`src/rtl/uart_ram_loader.sv`:
```
// 8N1 UART receiver plus little-endian word assembler that streams a host image into RAM port 2.
// Runs on the raw board clock; the last good byte is exported for memory-mapped polling.
module uart_ram_loader #(
    parameter int unsigned CLK_HZ       = 100_000_000,
    parameter int unsigned BAUD         = 115_200,
    parameter int unsigned ADDR_WIDTH   = 12,
    parameter int unsigned TIMEOUT_BITS = 40
) (
    input  logic                  clk,
    input  logic                  rst,
    input  logic                  serialIn,
    input  logic                  setAddr,
    input  logic [ADDR_WIDTH-1:0] startAddr,
    output logic                  writeEnable,
    output logic [ADDR_WIDTH-1:0] writeAddr,
    output logic [31:0]           writeData,
    output logic [7:0]            lastByte,
    output logic                  byteValid,
    output logic                  busy,
    output logic                  err
);

    localparam int unsigned DIV       = CLK_HZ / BAUD;
    localparam int unsigned HALF      = DIV / 2;
    localparam int unsigned CNT_W     = $clog2(DIV + 1);
    localparam int unsigned TMO_LIMIT = TIMEOUT_BITS * DIV;
    localparam int unsigned TMO_W     = $clog2(TMO_LIMIT + 1);

    typedef enum logic [1:0] {
        ST_IDLE,
        ST_START,
        ST_DATA,
        ST_STOP
    } state_t;

    state_t           state;
    logic [1:0]       sync_q;
    logic             rx;
    logic [CNT_W-1:0] cnt;
    logic [2:0]       bit_idx;
    logic [7:0]       shift;
    logic             asm_valid;
    logic             frame_err;
    logic             fsm_idle;

    logic [1:0]            idx;
    logic [23:0]           word_buf;
    logic [ADDR_WIDTH-1:0] addr;
    logic [TMO_W-1:0]      tmo;

    // Two-flop synchronizer; idle-high preset keeps reset from looking like a start bit
    always_ff @(posedge clk or negedge rst) begin
        if (!rst) begin
            sync_q <= 2'b11;
        end else begin
            sync_q <= {sync_q[0], serialIn};
        end
    end

    assign rx       = sync_q[1];
    assign fsm_idle = (state == ST_IDLE);

    // RX state machine: mid-bit sampling, LSB first, single stop bit
    always_ff @(posedge clk or negedge rst) begin
        if (!rst) begin
            state     <= ST_IDLE;
            cnt       <= '0;
            bit_idx   <= '0;
            shift     <= '0;
            lastByte  <= '0;
            byteValid <= 1'b0;
            asm_valid <= 1'b0;
            frame_err <= 1'b0;
        end else begin
            byteValid <= 1'b0;
            asm_valid <= 1'b0;
            frame_err <= 1'b0;
            case (state)
                ST_IDLE: begin
                    if (!rx) begin
                        state <= ST_START;
                        cnt   <= '0;
                    end
                end
                ST_START: begin
                    if (cnt == CNT_W'(HALF - 1)) begin
                        cnt     <= '0;
                        bit_idx <= '0;
                        state   <= rx ? ST_IDLE : ST_DATA;
                    end else begin
                        cnt <= cnt + CNT_W'(1);
                    end
                end
                ST_DATA: begin
                    if (cnt == CNT_W'(DIV - 1)) begin
                        cnt     <= '0;
                        shift   <= {rx, shift[7:1]};
                        bit_idx <= bit_idx + 3'd1;
                        if (bit_idx == 3'd7) begin
                            state <= ST_STOP;
                        end
                    end else begin
                        cnt <= cnt + CNT_W'(1);
                    end
                end
                ST_STOP: begin
                    if (cnt == CNT_W'(DIV - 1)) begin
                        cnt   <= '0;
                        state <= ST_IDLE;
                        if (rx) begin
                            lastByte  <= shift;
                            byteValid <= 1'b1;
                            // A same-cycle setAddr discards this byte from the word
                            asm_valid <= ~setAddr;
                        end else begin
                            frame_err <= 1'b1;
                        end
                    end else begin
                        cnt <= cnt + CNT_W'(1);
                    end
                end
                default: begin
                    state <= ST_IDLE;
                end
            endcase
        end
    end

    // Word assembler, write strobe, address counter, partial-word timeout and sticky error
    always_ff @(posedge clk or negedge rst) begin
        if (!rst) begin
            idx         <= '0;
            word_buf    <= '0;
            addr        <= '0;
            tmo         <= '0;
            writeEnable <= 1'b0;
            writeAddr   <= '0;
            writeData   <= '0;
            err         <= 1'b0;
            busy        <= 1'b0;
        end else begin
            writeEnable <= 1'b0;
            busy        <= ~fsm_idle | (idx != 2'd0);
            if (setAddr) begin
                addr <= startAddr;
                idx  <= '0;
                tmo  <= '0;
                err  <= 1'b0;
            end else begin
                if (writeEnable) begin
                    addr <= addr + ADDR_WIDTH'(1);
                    idx  <= '0;
                    tmo  <= '0;
                end else if (asm_valid) begin
                    tmo <= '0;
                    case (idx)
                        2'd0: word_buf[7:0]   <= lastByte;
                        2'd1: word_buf[15:8]  <= lastByte;
                        2'd2: word_buf[23:16] <= lastByte;
                        default: begin
                            writeEnable <= 1'b1;
                            writeAddr   <= addr;
                            writeData   <= {lastByte, word_buf};
                        end
                    endcase
                    if (idx != 2'd3) begin
                        idx <= idx + 2'd1;
                    end
                end else if ((idx != 2'd0) && fsm_idle) begin
                    if (tmo == TMO_W'(TMO_LIMIT - 1)) begin
                        tmo <= '0;
                        idx <= '0;
                        err <= 1'b1;
                    end else begin
                        tmo <= tmo + TMO_W'(1);
                    end
                end
                if (frame_err) begin
                    err <= 1'b1;
                end
            end
        end
    end

endmodule
```
`config.mk`:
```
export PLATFORM = sky130hd
export DESIGN_NAME = uart_ram_loader
export DESIGN_NICKNAME = d
export VERILOG_FILES = /design/src/rtl/uart_ram_loader.sv
export SDC_FILE = /design/constraint.sdc
export NUM_CORES = 1
export LEC_CHECK = 0
export BUFFER_PORTS_ARGS = -buffer_cell sky130_fd_sc_hd__buf_2
export CORE_ASPECT_RATIO = 1.25
export CORE_MARGIN = 2
export CORE_UTILIZATION = 50
export CTS_CLUSTER_SIZE = 40
export DETAILED_ROUTE_END_ITERATION = 6
export GPL_TIMING_DRIVEN = 0
export PLACE_DENSITY_LB_ADDON = 0.3
export RECOVER_POWER = 25
export SKIP_CTS_REPAIR_TIMING = 1
export SLEW_MARGIN = 20
export SYNTH_ARGS = -nofsm -noshare
export SYNTH_HDL_FRONTEND = slang
export SYNTH_SLANG_ARGS = --single-unit
```
`constraint.sdc`:
```
create_clock -name clk -period 5.15 [get_ports clk]
set_input_delay 0.515 -clock clk [delete_from_list [all_inputs] [get_ports clk]]
set_output_delay 0.515 -clock clk [all_outputs]
set_load 0.01 [all_outputs]
```
==> impl_metrics.json <==
{
  "ir_worst_vdd_uv": 291.8,
  "violations": "capacitance limit, slew limit",
  "cp-end-kind": "async pin",
  "yosysSeqAreaShare_pct": 57.15,
  "cts_tree": "yes",
  "finClkSkew_ns": 0.008570,
  "utilization_pct": 61.79,
  "drc_errors": 0,
  "synth_edf_count": 0,
  "fp.dieW_um": 102.0,
  "max_stage_delay_ns": 1.39,
  "worstMarginPinSlew_ns": 1.938,
  "timing.final.crit_share_pct": 47.39,
  "yosysWarnings": 0,
  "fin_ws_ns": 2.709,
  "mappedNetlistNets": 513,
  "setup_violations": 0,
  "grt_pass1_vias": 4372,
  "r2r_setup_slack_ns": 2.74,
  "cap_violations": 1,
  "pin_count": 72,
  "multiInputGateArea_sq_um": 2437,
  "nNetsFinal": 605,
  "grt_usage_pct": 20.69,
  "critPathRequiredTime_ns": 5.68,
  "p_per_area_nw_per_um2": 334.0,
  "layout_commonest_cell": "dfrtp_1",
  "synth_cell_types": 54,
  "crit_buf_inv": 3,
  "rsz0062_at_grt": "false",
  "route.vias.total": 4158,
  "drv_slew": 34,
  "clock.fmax_mhz": 409.8,
  "syn_inst": 487,
  "cts-root-buf": "clkbuf_16",
  "crit_path_max_fanout": 104,
  "cpLargestDelayFamily": "buffers and inverters",
  "nFillCells": 941,
  "cp-start-kind": "input pin",
  "grt_pass1_wl_mm": 20.96,
  "status": "complete, but fails checks",
  "ys.flop_type": "dfrtp_1",
  "setup_tns_ns": 0,
  "grt_max_degree": 105,
  "path_cells": "dlygate4sd3_1, clkbuf_1, buf_16",
  "die_area_sq_um": 12900,
  "gp_congestion": 0.8809,
  "hold_viol_final": 0,
  "avgSynthCellArea_sq_um": 12.33,
  "dpl_cell_area_sq_um": 6598,
  "start_util_pct": 51.44,
  "drt_iter0_markers": 187,
  "clockBufferDepth": 2,
  "relSlewSlack_pct": -29.21,
  "portBuffers": 71,
  "total_power_mw": 2.409,
  "most-common-layout-cells": "dfrtp_1, mux2_2, buf_2",
  "clkLatencyLatePin_ns": 0.42,
  "clk_pin_slew_ns": 0.06,
  "drt-total-wl_mm": 12.29,
  "worstPathArrival_ns": 2.97,
  "crit_type": "input pin to async pin",
  "synth_area_sq_um": 6003,
  "core-area_sq_um": 11670,
  "n_antenna_cell": 0,
  "via_per_inst": 5.522,
  "rows": 44,
  "final_cell_area_sq_um": 7212,
  "grt_overflow_total": 0,
  "leakage_nw": 3.538,
  "cts_buffers": 17,
  "ys_ff_latch": 137,
  "wl_per_cell_um": 16.32,
  "hp-class": "input pin to register",
  "drt_pre_antenna_iters": 4,
  "pre_cts_slack_ns": 2.617,
  "final.min_clock_period_ns": 2.441,
  "ys_async_sr_fraction_pct": 100.0,
  "ant_nets": 0,
  "htreeDepth": 4,
  "areaGrowthSynthToFinish_pct": 20.13,
  "drive_gt1_share_pct": 34.29,
  "die_h_um": 126.5,
  "crit_slowest_cell": "clkbuf_1",
  "seq_area_sq_um": 3431,
  "clock-sinks": 137,
  "hpwlAfterDp_mm": 8.275,
  "antenna_found_initial": 0
}
[sequential cells by signal, summed over array words and instances, names as in the netlist, 3 cells and up, named ones only]
register / flops
bit_idx: 3
writeData: 32
writeAddr: 12
lastByte: 8
shift: 8
tmo: 16
addr: 12
cnt: 10
word_buf: 24
[cell usage after synthesis, drive strengths merged (3+ instances only)]
cell	number	share of area [%]
dfrtp	135	56
mux2	85	16
nand2	45	2.8
o21ai	25	2.1
nor2	16	1.1
clkbuf	14	0.88
xnor2	14	2.0
nor3	12	1.0
nand3	11	0.92
nand4	11	1.1
ha	10	2.1
inv	10	0.63
a21oi	9	0.81
buf	8	0.75
or3	7	0.73
xor2	6	0.88
a211o	5	0.73
o211ai	5	0.63
a2111oi	4	0.58
a211oi	4	0.50
nand2b	4	0.42
a21o	3	0.38
and2	3	0.31
and4	3	0.44
mux2i	3	0.50
nor3b	3	0.38
or2	3	0.31
[cell type report]
| type | instances | area share (%) |
|---|---|---|
| flip-flops and latches | 137 | 47.57 |
| multi-input cells | 318 | 33.80 |
| clock buffers | 18 | 6.090 |
| inverters | 10 | 0.5205 |
| clock inverters | 14 | 2.446 |
| well taps | 161 | 2.793 |
| repair buffers | 73 | 5.430 |
| plain buffers | 22 | 1.353 |
[final timing paths]
| check | start | depth (start not counted) | endpoint |
|---|---|---|---|
| worst max-delay path | rst | 3 | word_buf[6] |
| worst min-delay path | serialIn | 1 | sync_q[0] |
| worst max register to register | idx[0] | 8 | tmo[13] |
| worst min register to register | sync_q[0] | 0 | sync_q[1] |
| max in group clk | idx[0] | 8 | tmo[13] |
| min in group asynchronous | rst | 2 | addr[11] |
[per-layer routing]
metal / global-route usage, % / vias up / part of all wire (%)
li1: - / 1935 / -
met2: 34.60 / 96 / 53
met4: 8.941 / 0 / 1.7
met5: 0 / - / 0
met1: 25.64 / 2107 / 42
met3: 4.573 / 20 / 3.6
[stage by stage]
step / hold slack [ns] / cells
after global routing: 0.1894 / 753
after floorplan: 0.2194 / 487
after global placement: 0.3595 / 719
after detailed placement: 0.3557 / 720
after CTS: -0.04583 / 752
final: 0.1989 / 753
[kinds of logic (layout without fill, tap and decap cells)]
logic type	count (synthesis)	count (layout)	share of synthesized area, %
adder cells (fa/ha/maj)	10	10	2.084
AND/OR/NAND/NOR	129	129	11.05
flip-flops	137	137	57.15
AO/OA/AOI/OAI	71	71	8.045
multiplexers	88	88	16.51
buffers and inverters	32	137	2.251
XOR/XNOR	20	20	2.918
[power breakdown]
part | leakage, nW | internal, mW | switching (mW) | total (mW)
clock | 0.302 | 0.750 | 0.503 | 1.25
sequential | 1.87 | 1.09 | 0.0128 | 1.10
combinational | 1.37 | 0.0178 | 0.0389 | 0.0567
total | 3.54 | 1.85 | 0.554 | 2.41
(Power assumes the default switching activity.)
